===== config.mk =====
export PLATFORM = sky130hd
export DESIGN_NAME = countdown_arbiter
export DESIGN_NICKNAME = d
export VERILOG_FILES = /design/src/rtl/countdown_arbiter.sv
export SDC_FILE = /design/constraint.sdc
export NUM_CORES = 1
export LEC_CHECK = 0
export ABC_AREA = 1
export CAP_MARGIN = 20
export CORE_MARGIN = 5
export CORE_UTILIZATION = 30
export CTS_BUF_LIST = sky130_fd_sc_hd__clkbuf_16
export CTS_CLUSTER_SIZE = 40
export DETAILED_ROUTE_END_ITERATION = 16
export GPL_ROUTABILITY_DRIVEN = 0
export PLACE_DENSITY_LB_ADDON = 0.3
export SKIP_CTS_REPAIR_TIMING = 1
export SYNTH_ARGS = -nofsm -noshare
export SYNTH_HDL_FRONTEND = slang
export SYNTH_SLANG_ARGS = --single-unit

===== constraint.sdc =====
create_clock -name clock_i -period 1.6 [get_ports clock_i]
set_clock_uncertainty 0.05 [all_clocks]
set_input_delay 0.32 -clock clock_i [delete_from_list [all_inputs] [get_ports clock_i]]
set_output_delay 0.32 -clock clock_i [all_outputs]
set_load 0.01 [all_outputs]

===== src/rtl/countdown_arbiter.sv =====
// Round-robin owner of a shared down-counter timer: grants one requester,
// loads its interval, counts down on tick and pulses done on expiry.
module countdown_arbiter #(
  parameter int unsigned NREQ  = 4,
  parameter int unsigned WIDTH = 4
) (
  input  logic                    clock_i,
  input  logic                    reset_i,
  input  logic [NREQ-1:0]         req_i,
  input  logic [NREQ*WIDTH-1:0]   len_i,
  input  logic                    tick_i,
  output logic [NREQ-1:0]         grant_o,
  output logic [NREQ-1:0]         done_o,
  output logic                    busy_o,
  output logic [WIDTH-1:0]        count_out_o
);

  localparam int unsigned IDXW = $clog2(NREQ);

  typedef enum logic [1:0] {
    IDLE  = 2'd0,
    COUNT = 2'd1,
    DONE  = 2'd2
  } state_t;

  state_t            state_q;
  logic [NREQ-1:0]   grant_q;
  logic [NREQ-1:0]   done_q;
  logic              busy_q;
  logic [WIDTH-1:0]  count_q;
  logic [IDXW-1:0]   ptr_q;
  logic [IDXW-1:0]   owner_q;

  logic              sel_valid_d;
  logic [IDXW-1:0]   sel_idx_d;
  int unsigned       cand;
  logic [WIDTH-1:0]  len_arr [NREQ];

  for (genvar i = 0; i < NREQ; i++) begin : g_len
    assign len_arr[i] = len_i[i*WIDTH +: WIDTH];
  end

  // First requesting index after the pointer, wrapping modulo NREQ.
  always_comb begin
    sel_valid_d = 1'b0;
    sel_idx_d   = '0;
    cand        = 0;
    for (int unsigned k = 1; k <= NREQ; k++) begin
      cand = (int'(ptr_q) + k) % NREQ;
      if (!sel_valid_d && req_i[IDXW'(cand)]) begin
        sel_valid_d = 1'b1;
        sel_idx_d   = IDXW'(cand);
      end
    end
  end

  always_ff @(posedge clock_i) begin
    if (reset_i) begin
      state_q <= IDLE;
      grant_q <= '0;
      done_q  <= '0;
      busy_q  <= 1'b0;
      count_q <= '0;
      ptr_q   <= IDXW'(NREQ - 1);
      owner_q <= '0;
    end else begin
      case (state_q)
        IDLE: begin
          done_q <= '0;
          if (sel_valid_d) begin
            state_q <= COUNT;
            grant_q <= NREQ'(1) << sel_idx_d;
            busy_q  <= 1'b1;
            count_q <= len_arr[sel_idx_d];
            ptr_q   <= sel_idx_d;
            owner_q <= sel_idx_d;
          end else begin
            grant_q <= '0;
            busy_q  <= 1'b0;
            count_q <= '0;
          end
        end
        COUNT: begin
          // An abandoned request releases the timer silently.
          if (!req_i[owner_q]) begin
            state_q <= IDLE;
            grant_q <= '0;
            busy_q  <= 1'b0;
            count_q <= '0;
          end else if (count_q == '0) begin
            state_q <= DONE;
            done_q  <= grant_q;
          end else if (tick_i) begin
            count_q <= count_q - WIDTH'(1);
          end
        end
        DONE: begin
          state_q <= IDLE;
          grant_q <= '0;
          done_q  <= '0;
          busy_q  <= 1'b0;
          count_q <= '0;
        end
        default: begin
          state_q <= IDLE;
          grant_q <= '0;
          done_q  <= '0;
          busy_q  <= 1'b0;
          count_q <= '0;
        end
      endcase
    end
  end

  assign grant_o     = grant_q;
  assign done_o      = done_q;
  assign busy_o      = busy_q;
  assign count_out_o = count_q;

endmodule


### Word-level counts from Yosys, hierarchy flattened

Index checks and enable logic that the tools add are counted.

| word-level totals | value |
|---|---|
| register bits | 19 |
| input bits | 23 |
| output and inout bits | 13 |

| operators by class | value |
|---|---|
| add/subtract/negate cells | 5 |
| $lt $le $gt $ge | 6 |
| eq/ne operators | 6 |
| shifts and indexed selects | 1 |
| mux-type cells | 36 |
| bitwise gates (word level) | 2 |
| reduce and logical (&&, ||, !) cells | 13 |

Operators with widths:

| cell | count |
|---|---|
| 4-bit 2-to-1 mux | 8 |
| 4-bit one-hot mux with 2 select lines | 2 |
| 2-bit by 3-bit < comparator with 1-bit output, second input constant | 5 |
| 2-bit 2-to-1 mux | 7 |
| 1-bit 2-to-1 mux | 11 |
| 1-bit binary-select mux with 2-bit select | 5 |
| 3-bit inequality test, second input constant | 3 |
| 4-bit binary-select mux with 2-bit select | 1 |
| 2-bit AND reduction | 4 |
| 2-bit by 1-bit adder with 2-bit output, second input constant | 2 |
| 2-bit adder, second input constant | 2 |
| 4-bit zero test | 1 |
| 2-bit inequality test, second input constant | 2 |
| 2-bit one-hot mux with 2 select lines | 1 |
| 1-bit by 2-bit << shifter with 4-bit output, first input constant | 1 |
| 4-bit by 1-bit subtractor with 4-bit output, second input constant | 1 |
| 3-bit greater-or-equal comparator, second input constant | 1 |
| 1-bit logical AND | 3 |
| 1-bit zero test | 3 |
| 2-bit inverter with 3-bit output | 1 |
| 2-bit by 1-bit equality test with 1-bit output, second input constant | 1 |
| 2-bit zero test | 1 |
| 1-bit one-hot mux with 2 select lines | 1 |
| 2-bit OR reduction | 1 |
| 1-bit inverter | 1 |

### Longest topological paths before layout

| depth | value |
|---|---|
| depth in word-level cells | 19 |
| gate-level depth with buffers | 19 |

### Worst setup path after synthesis

Ideal clock, no wire load.

| timing | value |
|---|---|
| path type | register to register |
| from | register ptr_q[0] |
| to | register count_q[0], in the netlist count_out_o[0] |
| setup time | 0.133 ns |
| arrival time | 1.601 ns |
| slack | -0.184 ns |
| stages on the path, launching flop included | 20 |
| clock period less this slack | 1.784 ns |
| cell sequence | dfxtp_1 > buf_6 > inv_8 > nand2_1 > nand2_2 > nand2_1 > nand2_2 > nand2_2 > nand2_2 > nand2_4 > nand3_2 > buf_6 > nand2_2 > nand2_1 > nand2_1 > nand2_1 > nand2_1 > nand2_1 > nand2_1 > a21oi_2 |

| between the ends | value |
|---|---|
| word-level cells in the longest chain between the ends | 19 |
| elaborated cells on any way between the ends | 32 |
| classes of those cells | 4 x add/sub; 21 x mux; 1 x bitwise; 6 x reduce/logical |

RTL lines:

| element | RTL line | RTL |
|---|---|---|
| start, declared | 31 | `logic [IDXW-1:0] ptr_q;` |
| start signal, assigned | 64 | `ptr_q <= IDXW'(NREQ - 1);` |
| start signal, assigned | 75 | `ptr_q <= sel_idx_d;` |
| 2-bit by 1-bit adder with 2-bit output | 49 | `cand = (int'(ptr_q) + k) % NREQ;` |
| 1-bit binary-select mux with 2-bit select | 50 | `if (!sel_valid_d && req_i[IDXW'(cand)]) begin` |
| 1-bit 2-to-1 mux (not written as such) | 50 |  |
| 1-bit 2-to-1 mux | 50 |  |
| 1-bit zero test | 50 |  |
| 1-bit logical AND | 50 |  |
| 1-bit 2-to-1 mux | 50 |  |
| 1-bit zero test | 50 |  |
| [2 not listed] | n/a |  |
| 1-bit zero test | 50 |  |
| 1-bit logical AND | 50 |  |
| 2-bit 2-to-1 mux | 50 |  |
| 2-bit inverter with 3-bit output (not written as such) | 74 | `count_q <= len_arr[sel_idx_d];` |
| 4-bit binary-select mux with 2-bit select | 74 |  |
| 4-bit 2-to-1 mux (not written as such) (2 in series) | 74 |  |
| 4-bit 2-to-1 mux (*) | 70 | `if (sel_valid_d) begin` |
| 4-bit one-hot mux with 2 select lines (*) | 67 | `case (state_q)` |
| end signal, assigned | 74 |  |
| end signal, assigned | 94 | `count_q <= count_q - WIDTH'(1);` |
| end, declared | 30 | `logic [WIDTH-1:0] count_q;` |

Mark *: on every way between the ends. The rest lies on a longest branch, timed or not. The select of a mux whose other input is x is not followed.
A chain may end at the register's enable or synchronous reset.

### Final worst setup path

| timing | value |
|---|---|
| from | register ptr_q[0] |
| to | register count_q[2], in the netlist count_out_o[2] |

The elaborated chain is that of the path after synthesis.

==> results.md <==
| Metric | Reported |
| --- | --- |
| Vias in the first global route | 1392 |
| Required time of the critical path | 1.69 ns |
| Total power consumption of the routed design | 0.00482 W |
| FF+latch area | 388 um^2 |
| Largest net degree at the start of global routing | 13 |
| Setup crit start kind | flip-flop |
| # fillers | 436 |
| Ordered cell list for the critical path | buf_6 > nand2_4 > nand2_4 > nand2_4 > nand2_4 > nor2_8 > nand3_4 > buf_6 > nand4_1 > nand2_1 > nand2_1 > nand2_1 > nand2_1 > nand2_1 > nand2_1 > a21oi_2 |
| Number of cell instances on the worst register-to-register path | 16 |
| Sinks on Clock Net | 19 |
| Port bufs | 35 |
| Library cell contributing the largest single delay on the critical path | sky130_fd_sc_hd__dfxtp_4 |
| Synth-to-layout area growth | 61.6% |
| Synthesized area per cell | 6.65 um^2 |
| Htree depth | 1 |
| Status | finished with violations |
| Global-route wire length before repair | 5.98 mm |
| Clk Latency, worst-skew pair | 0.25 ns |
| PD cells | 2180 mW/mm^2 |
| Post-DP HPWL | 2.85 mm |
| Tmin final | 1.85 ns |
| Buffer type at the clock tree root | sky130_fd_sc_hd__clkbuf_16 |
| Std cell rows | 24 |
| Part of the cycle the worst path needs | 116% |
| Worst-case headroom to the max-slew limit | 83.6% |
| Cell types occupying the most area after synthesis | sky130_fd_sc_hd__dfxtp_1 28%, sky130_fd_sc_hd__nand2_1 22%, sky130_fd_sc_hd__nand2_2 9.6% |
| Number of max-capacitance violations reported | 0 |
| Critical Path Most Common Cell | sky130_fd_sc_hd__nand2_1 |
| LEAKAGE | 1.07 nW |
| Final layout net count | 295 |
| Max Buffers Root-to-Sink | 2 |
| Number of CTS-inserted buffers | 3 |
| Critical path's largest stage delay | 0.38 ns |
| Cell count after synthesis | 206 |
| Dpl ws | -0.701 ns |
| Via count | 1481 |
| First-iteration detailed-routing DRC count | 39 |
| Final setup slack of the worst path | -0.255 ns |
| Post-synthesis sequential area ratio | 27.8% |
| Total iterations of the first detailed-routing run | 4 |
| Number of failing setup endpoints in the final timing report | 15 |
| Post-Synthesis Cell Area | 0.00137 mm^2 |
| Transition time at the pin with the least slew margin | 0.244 ns |
| CP Data Arrival Time | 1.94 ns |
| Wire per inst | 11.4 um |
| Worst hold slack | 0.411 ns |
| Area enclosed by the die boundary | 0.00602 mm^2 |
| Worst Path Max Fanout | 8 |
| Number of warnings printed during yosys synthesis | 0 |
| Hold Path Depth | 2 |
| Count of unique library cells instantiated by Yosys | 27 |
| Setup_tns | -2.48 ns |
| Share of layout cells above drive strength 1 | 33.8% |
| Total GRT Usage | 11.5% |
| Net Count, Synth | 231 |
| Unrepaired setup endpoints after global routing | yes |
| Share of Yosys cell area claimed by the top area cell type | 27.8% |
| Initial core utilization | 31.2% |
| GRT Residual Overflow | 0 |
| Area occupied by multi-input gates | 0.00102 mm^2 |
| Worst IR Drop VDD | 1170 uV |
| Routed vias/inst | 4.61 |
| Number of antenna violations at the first check in global routing | 0 |
| Type of element capturing the critical path | flip-flop |
| Clock tree from TritonCTS | built |
| Remaining design rule violation count | 0 |
| Cell type contributing the most total cell area after synthesis | sky130_fd_sc_hd__dfxtp_1 |
| CTS clk-pin slew, worst paths | 0.06 ns |
| Boundary Pins | 36 |
| Die span in y | 77.6 um |
| Overall routed net length | 3.65 mm |
| Utilization after layout | 50.5% |
| Max-slew violation total from the final report | 0 |
| Synth Register Bits | 19 |
| Violated checks | negative setup slack |
| Core area | 0.00438 mm^2 |
| Number of nets with antenna violations after routing | 0 |
| Worst hold path type | reg -> reg |
| Max Fclk | 539 MHz |
| ANT cells | 0 |
| Hold violation count in the final report | 0 |
| Setup CP Type | reg -> reg |
| Floorplan die width | 77.6 um |
## path summary, 6_finish.rpt
| path | start | slack (ns) | to |
|---|---|---|---|
| worst min-delay path | done_o[1]$_SDFFE_PP0P_ | 0.41 | done_o[1]$_SDFFE_PP0P_ |
| worst max register to register | ptr_q[0]$_SDFFE_PP1P_ | -0.25 | count_out_o[2]$_SDFFE_PP0P_ |
| worst min register to register | done_o[1]$_SDFFE_PP0P_ | 0.41 | done_o[1]$_SDFFE_PP0P_ |
| worst max-delay path | ptr_q[0]$_SDFFE_PP1P_ | -0.25 | count_out_o[2]$_SDFFE_PP0P_ |
## through the flow
stage | cell area (um^2) | cells
global route | 2210 | 321
global placement | 1960 | 313
detailed placement | 1960 | 313
finish | 2210 | 321
floorplan | 1400 | 206
CTS | 2040 | 317
## sequential cells by signal (all words and copies together), names as in the netlist
signal	flops
busy_o	1
count_out_o	4
done_o	4
grant_o	4
owner_q	2
ptr_q	2
state_q	2
## worst max-delay path: cells and delay by family (launching register included)
kind	cells	cell delay, ns
and+or+nand+nor	13	0.95
DFF	1	0.38
buffers and inverters	2	0.30
AOI/OAI and AO/OA	1	0.05
## power breakdown
part           leakage (nW)  internal, W  total, W  switching (W)
sequential            0.156     0.000621  0.000756       0.000135
combinational         0.874      0.00156   0.00356        0.00200
clock                0.0409     0.000335  0.000507       0.000172
total                  1.07      0.00251   0.00482        0.00231
## per-layer routing
layer / global-route usage, % / wire length (um)
met3: 2.78 / 103
met5: 0 / 0
met2: 18.9 / 1790
met1: 15.8 / 1760
met4: 0.859 / 0
## synth_stat cells
library cell                n
sky130_fd_sc_hd__a21oi_1   14
sky130_fd_sc_hd__a21oi_2    5
sky130_fd_sc_hd__buf_4      1
sky130_fd_sc_hd__buf_6      2
sky130_fd_sc_hd__clkbuf_1   1
sky130_fd_sc_hd__clkinv_1   1
sky130_fd_sc_hd__dfxtp_1   19
sky130_fd_sc_hd__ha_1       2
sky130_fd_sc_hd__inv_1     13
sky130_fd_sc_hd__inv_2      2
sky130_fd_sc_hd__inv_8      1
sky130_fd_sc_hd__nand2_1   80
sky130_fd_sc_hd__nand2_2   21
sky130_fd_sc_hd__nand2_4    4
sky130_fd_sc_hd__nand3_1   13
sky130_fd_sc_hd__nand3_2    1
sky130_fd_sc_hd__nand3_4    2
sky130_fd_sc_hd__nand4_1    8
sky130_fd_sc_hd__nor2_1     5
sky130_fd_sc_hd__nor2_8     1
sky130_fd_sc_hd__nor3_1     1
sky130_fd_sc_hd__o211ai_1   3
sky130_fd_sc_hd__o21ai_0    1
sky130_fd_sc_hd__o21ai_1    1
sky130_fd_sc_hd__o21ai_2    1
sky130_fd_sc_hd__or2_2      1
sky130_fd_sc_hd__xor2_1     2
## layout make-up
type	count	area share, %
multi-input combinational	167	46.1
timing repair buffer	62	26.5
sequential	19	17.5
clock buffer	3	3.39
inverter	17	3.34
tap	52	2.94
clock inverter	1	0.226
## placed cells by master (no fill, tap or decap), types with 3 or more instances in the layout
cell type,n
sky130_fd_sc_hd__clkdlybuf4s50_1,29
sky130_fd_sc_hd__o211ai_1,3
sky130_fd_sc_hd__clkbuf_16,3
sky130_fd_sc_hd__nand3_4,3
sky130_fd_sc_hd__inv_1,11
sky130_fd_sc_hd__nand2_4,15
sky130_fd_sc_hd__nand4_1,8
sky130_fd_sc_hd__dfxtp_1,17
sky130_fd_sc_hd__a21oi_2,4
sky130_fd_sc_hd__a21oi_1,14
sky130_fd_sc_hd__nor2_1,5
sky130_fd_sc_hd__nand3_2,4
sky130_fd_sc_hd__nand2_2,23
sky130_fd_sc_hd__inv_2,3
sky130_fd_sc_hd__buf_4,22
sky130_fd_sc_hd__nand3_1,10
sky130_fd_sc_hd__nand2_1,67
sky130_fd_sc_hd__dlymetal6s2s_1,6
sky130_fd_sc_hd__buf_6,5
## cell families after synthesis
family,share of synthesized area [%]
simple gates,50.1
xor+xnor,1.28
buf+inv,7.67
fa+ha+maj,1.83
flops,27.8
compound gates,11.3
(Power assumes the default switching activity.)
